<file path="src/rtl/load_store_unit.sv">
// load_store_unit
// Bridges CPU byte/halfword/word load-store requests onto a big-endian,
// word-wide data memory. Sub-word stores are done as read-modify-write.
// One request is handled at a time; completion is a single-cycle pulse.
module load_store_unit #(
   parameter int unsigned MEM_BYTES = 64
) (
   input  logic        clk,
   input  logic        rst,
   input  logic        req_i,
   input  logic        we_i,
   input  logic [1:0]  size_i,
   input  logic        sign_ext_i,
   input  logic [31:0] addr_i,
   input  logic [31:0] wdata_i,
   output logic        ready_o,
   output logic        resp_valid_o,
   output logic        resp_err_o,
   output logic [31:0] resp_rdata_o,
   output logic [31:0] m_addr_o,
   output logic [31:0] m_wdata_o,
   output logic        m_wenable_o,
   output logic        m_renable_o,
   input  logic [31:0] m_rdata_i
);

   localparam logic [1:0] SZ_BYTE = 2'b00;
   localparam logic [1:0] SZ_HALF = 2'b01;
   localparam logic [1:0] SZ_WORD = 2'b10;

   typedef enum logic [2:0] {
      S_IDLE,
      S_READ,
      S_EXT,
      S_MERGE,
      S_WRITE,
      S_RESP
   } state_e;

   state_e      state_q, state_d;
   logic        we_q;
   logic [1:0]  size_q;
   logic        sign_q;
   logic [31:0] addr_q;
   logic [31:0] wdata_q;
   logic        err_q;
   logic [31:0] rdata_q, rdata_d;
   logic        accept;

   // Illegal size, misalignment for the access width, or beyond the end of memory.
   function automatic logic req_error(input logic [1:0] sz, input logic [31:0] a);
      logic e;
      e = 1'b0;
      if (sz == 2'b11)                      e = 1'b1;
      if (sz == SZ_HALF && a[0])            e = 1'b1;
      if (sz == SZ_WORD && a[1:0] != 2'b00) e = 1'b1;
      if (a >= MEM_BYTES)                   e = 1'b1;
      return e;
   endfunction

   // Pick the addressed lane(s) out of a big-endian word and extend to 32 bits.
   function automatic logic [31:0] extract(input logic [31:0] w, input logic [1:0] sz,
                                           input logic [1:0] off, input logic sx);
      logic [7:0]  b;
      logic [15:0] h;
      logic [31:0] r;
      case (off)
         2'd0:    b = w[31:24];
         2'd1:    b = w[23:16];
         2'd2:    b = w[15:8];
         default: b = w[7:0];
      endcase
      h = off[1] ? w[15:0] : w[31:16];
      case (sz)
         SZ_BYTE: r = sx ? {{24{b[7]}}, b} : {24'h0, b};
         SZ_HALF: r = sx ? {{16{h[15]}}, h} : {16'h0, h};
         default: r = w;
      endcase
      return r;
   endfunction

   // Replace the addressed lane(s) of the old memory word with the store data.
   function automatic logic [31:0] merge(input logic [31:0] w, input logic [31:0] d,
                                         input logic [1:0] sz, input logic [1:0] off);
      logic [31:0] r;
      r = w;
      case (sz)
         SZ_BYTE: begin
            case (off)
               2'd0:    r[31:24] = d[7:0];
               2'd1:    r[23:16] = d[7:0];
               2'd2:    r[15:8]  = d[7:0];
               default: r[7:0]   = d[7:0];
            endcase
         end
         SZ_HALF: begin
            if (off[1]) r[15:0]  = d[15:0];
            else        r[31:16] = d[15:0];
         end
         default: r = d;
      endcase
      return r;
   endfunction

   assign accept       = req_i && (state_q == S_IDLE);
   assign m_addr_o     = {addr_q[31:2], 2'b00};
   assign resp_rdata_o = rdata_q;

   // Capture the request on acceptance; it stays frozen until the next accept.
   always_ff @(posedge clk or posedge rst) begin
      // NOTE: registers assigned with <= so every flop samples pre-edge values;
      // only control/data registers are reset here, the data memory lives outside.
      if (rst) begin
         we_q    <= 1'b0;
         size_q  <= 2'b00;
         sign_q  <= 1'b0;
         addr_q  <= '0;
         wdata_q <= '0;
         err_q   <= 1'b0;
      end else if (accept) begin
         we_q    <= we_i;
         size_q  <= size_i;
         sign_q  <= sign_ext_i;
         addr_q  <= addr_i;
         wdata_q <= wdata_i;
         err_q   <= req_error(size_i, addr_i);
      end
   end

   // State register and the registered load result.
   always_ff @(posedge clk or posedge rst) begin
      if (rst) begin
         state_q <= S_IDLE;
         rdata_q <= '0;
      end else begin
         state_q <= state_d;
         rdata_q <= rdata_d;
      end
   end

   // Next-state logic and Moore outputs for the access sequencer.
   always_comb begin
      // NOTE: every output gets a default first so no path through the case infers a latch.
      state_d      = state_q;
      rdata_d      = rdata_q;
      ready_o      = 1'b0;
      resp_valid_o = 1'b0;
      resp_err_o   = 1'b0;
      m_renable_o  = 1'b0;
      m_wenable_o  = 1'b0;
      m_wdata_o    = '0;
      case (state_q)
         S_IDLE: begin
            ready_o = 1'b1;
            if (req_i) begin
               if (req_error(size_i, addr_i))       state_d = S_RESP;
               else if (we_i && size_i == SZ_WORD)  state_d = S_WRITE;
               else                                 state_d = S_READ;
            end
         end
         S_READ: begin
            m_renable_o = 1'b1;
            state_d     = we_q ? S_MERGE : S_EXT;
         end
         S_EXT: begin
            rdata_d = extract(m_rdata_i, size_q, addr_q[1:0], sign_q);
            state_d = S_RESP;
         end
         S_MERGE: begin
            m_wenable_o = 1'b1;
            m_wdata_o   = merge(m_rdata_i, wdata_q, size_q, addr_q[1:0]);
            state_d     = S_RESP;
         end
         S_WRITE: begin
            m_wenable_o = 1'b1;
            m_wdata_o   = wdata_q;
            state_d     = S_RESP;
         end
         S_RESP: begin
            resp_valid_o = 1'b1;
            resp_err_o   = err_q;
            rdata_d      = '0;
            state_d      = S_IDLE;
         end
         default: state_d = S_IDLE;
      endcase
   end

endmodule

</file>
<file path="config.mk">
export PLATFORM = sky130hd
export DESIGN_NAME = load_store_unit
export DESIGN_NICKNAME = d
export VERILOG_FILES = /design/src/rtl/load_store_unit.sv
export SDC_FILE = /design/constraint.sdc
export NUM_CORES = 1
export LEC_CHECK = 0
export ABC_AREA = 1
export CAP_MARGIN = 30
export CORE_ASPECT_RATIO = 1.75
export CORE_UTILIZATION = 55
export DETAILED_ROUTE_END_ITERATION = 7
export DONT_BUFFER_PORTS = 1
export GPL_TIMING_DRIVEN = 1
export PLACE_DENSITY = 0.8
export SETUP_SLACK_MARGIN = 0.1
export SLEW_MARGIN = 20
export SYNTH_ARGS = -nofsm -noshare
export SYNTH_HDL_FRONTEND = slang
export SYNTH_SLANG_ARGS = --single-unit
</file>
<file path="constraint.sdc">
create_clock -name clk -period 3.9 [get_ports clk]
set_input_delay 0.585 -clock clk [delete_from_list [all_inputs] [get_ports clk]]
set_output_delay 0.585 -clock clk [all_outputs]
set_load 0.02 [all_outputs]
</file>
==> impl_metrics.csv <==
group,metric,value,unit
status,status,"complete, no violations",
critical_path,cp.arrival,2.55,ns
clock_network,cts-root-buf,"clkbuf_16",
floorplanning,io_pins,204,
logic_synthesis,synth_top_cell_area_share,43.33,%
sta,fmax,0.3191,GHz
critical_path,crit_type,"reg2out",
critical_path,cp_max_fo,14,
min_path,hold_class,"in2async",
clock_network,cts_repair_resize_count,0,
clock_network,clk_latency,0.35,ns
critical_path,slowest_stage,"dfrtp_1",
logic_synthesis,syn-mean-instance-area,7.470,um^2
pwr,intPower,2.604,mW
pwr,p_comb_share,45.3,%
place,placed_cell_area,0.005756,mm^2
final_layout,multiInputGateArea,0.002570,mm^2
floorplanning,start_util,56.47,%
logic_synthesis,yosys_register_bits,104,
final_layout,syn2layout_area_growth,0.4584,%
sta,setup_viol,0,
pwr,p_seq_share,39.2,%
final_layout,seq_area,0.002603,mm^2
sta,rsz0062_at_grt,"no",
final_layout,final_area,0.006033,mm^2
global_routing,track_usage,32.28,%
global_routing,grt_max_degree,88,
pwr,p_sw_share,53.22,%
clock_network,cts_made_buffers,9,
final_layout,layout_commonest_cell,"nand2_1",
clock_network,postCtsHoldBufs,0,
global_routing,antenna_found_initial,0,
clock_network,clockBufferDepth,2,
logic_synthesis,syn-cell-area,0.006006,mm^2
floorplanning,die_area,0.01136,mm^2
logic_synthesis,syn_inst,804,
global_routing,grt_pass1_wl,27130,um
logic_synthesis,synth_cell_types,30,
sta,clock_skew,0.007259,ns
clock_network,cts_tree,"done",
drt,routed_wl,17960,um
pwr,vdd_ir_drop_max,0.5469,mV
pwr,leakage,2.997,nW
drt,drt_iter0_markers,396,
final_layout,fill_cells,1048,
floorplanning,die_h,140.2,um
job,drv_cap,0,
sta,worstMarginPinSlew,0.9318,ns
critical_path,crit_required,3.31,ns
pwr,p_sw,2.963,mW
clock_network,cts_setup_buffers,0,
sta,fin_crit,3.134,ns
critical_path,crit_chain,"inv_2 > nand3_1 > buf_4 > inv_1 > nand2_1 > o22ai_1",
sta,slew_viol_final,0,
global_routing,grt_pass1_vias,5119,
final_layout,drive_gt1_share,7.427,%
pwr,pwr-share-clk,15.5,%
clock_network,cts_sinks,104,
critical_path,cp_slowest_stage_delay,0.50,ns
drt,vias_per_cell,6.042,
critical_path,critPathLaunchType,"register",
final_layout,diodes,0,
critical_path,endpoint_kind,"output pin",
floorplanning,coreArea,0.01064,mm^2
sta,hold_violations,0,
place,gp_congestion,0.9150,
logic_synthesis,synth_top_area_cell,"dfrtp_1",
logic_synthesis,yosys_warnings,0,
clock_network,clkTransAtPathRegs,0.07,ns
drt,drt_pass1_iterations,6,
sta,max-slew-margin-rel,37.79,%
floorplanning,die_w,80.99,um
logic_synthesis,ys_top_cells_by_area,"dfrtp_1 43%, nand2_1 14%, o21ai_0 8.3%",
drt,drc,0,
drt,antenna_left,0,
sta,setup_tns,0,ns
place,hpwl,13630,um
place,port_buffers,0,
floorplanning,rows,50,
logic_synthesis,synth-seq-area-share,43.33,%
sta,period_share,80.35,%
pwr,power_density,922.7,mW/mm^2
pwr,power.total,5.567,mW
drt,wire_per_inst,20.32,um
final_layout,final_cell_mix,"221 x nand2_1, 104 x dfrtp_1, 100 x o21ai_0",
clock_network,htree_levels,3,
final_layout,final_nets,853,
sta,whs,0.2519,ns
global_routing,grt_overflow,0,
drt,vias,5341,
state kept, by name (all words and copies together) (netlist names):
name          cells
size_q            2
resp_rdata_o     32
wdata_q          32
state_q           3
addr_q           32
we_q              1
err_q             1
sign_q            1
per-layer routing:
metal | track usage [%] | routed length [um] | share of wire, % | vias to the layer above
li1 | - | - | - | 2472
met1 | 35.68 | 6530 | 36 | 2523
met2 | 55.42 | 9235 | 51 | 289
met3 | 5.537 | 1107 | 6.2 | 57
met4 | 20.58 | 1089 | 6.1 | 0
met5 | 0 | 0 | 0 | -
synthesized netlist by cell type:
cell type,count
inv_1,78
buf_4,34
a21oi_1,54
buf_2,23
nand2_1,221
nor2_4,3
nor2_8,1
o21ai_1,18
nand4_1,2
o21ai_4,1
a21oi_2,1
inv_4,2
buf_6,7
o211ai_1,5
conb_1,1
clkbuf_1,12
o2111ai_2,1
nor2_2,4
o2111ai_1,8
o221ai_1,15
dfrtp_1,104
o21ai_0,100
a21oi_4,1
nand3_2,1
inv_2,10
nor3_1,3
o22ai_1,5
nor2_1,38
nand3_1,46
nand2_4,5
cell families after synthesis:
kind of cell,after synthesis,synth area share [%]
other,1,0.06244
flip-flops,104,43.33
buffers and inverters,166,13.94
AND/OR/NAND/NOR,324,22.90
AO/OA/AOI/OAI,209,19.77
path summary, 6_finish.rpt:
kind	start	endpoint	slack, ns	depth (start not counted)
max in group asynchronous	rst	resp_rdata_o[13]$_DFFE_PP0P_	2.86	2
min in group clk	addr_i[24]	addr_q[24]$_DFFE_PP0P_	0.34	2
worst max register to register	state_q[1]$_DFFE_PP0P_	wdata_q[25]$_DFFE_PP0P_	1.61	7
worst max-delay path	state_q[2]$_DFFE_PP0P_	m_wdata_o[5]	0.77	6
worst min register to register	we_q$_DFFE_PP0P_	we_q$_DFFE_PP0P_	0.51	2
worst min-delay path	rst	wdata_q[4]$_DFFE_PP0P_	0.25	1
worst max-delay path: cells and delay by family (launching register included):
kind                   cells  cell delay (ns)
DFF                        1             0.50
AOI/OAI and AO/OA          1             0.45
and+or+nand+nor            2             0.50
buffers and inverters      3             0.75
metrics by stage:
stage | worst slack (ns) | utilization, % | cells
after floorplan | 0.5828 | - | 805
after global placement | 1.270 | 54.12 | 869
after detailed placement | 1.184 | 54.12 | 869
after CTS | 0.8060 | 56.73 | 884
after global routing | 0.6011 | 56.73 | 884
final | 0.7663 | 56.73 | 884
power groups by stage:
stage / Combinational (mW) / Clock, mW / Sequential, mW
global route: 2.76 / 0.910 / 2.24
detailed placement: 2.48 / 0 / 2.20
global placement: 2.41 / 0 / 2.18
finish: 2.52 / 0.862 / 2.18
floorplan: 2.44 / 0 / 1.86
CTS: 2.49 / 0.864 / 2.18
area by class of cell:
type / count / share of cell area (%)
sequential: 104 / 43.14
multi-input combinational: 535 / 42.60
inverter: 90 / 5.724
clock buffer: 9 / 3.733
tap: 130 / 2.696
timing repair buffer: 10 / 1.244
clock inverter: 6 / 0.8710
Power figures use the tool's default switching activity.
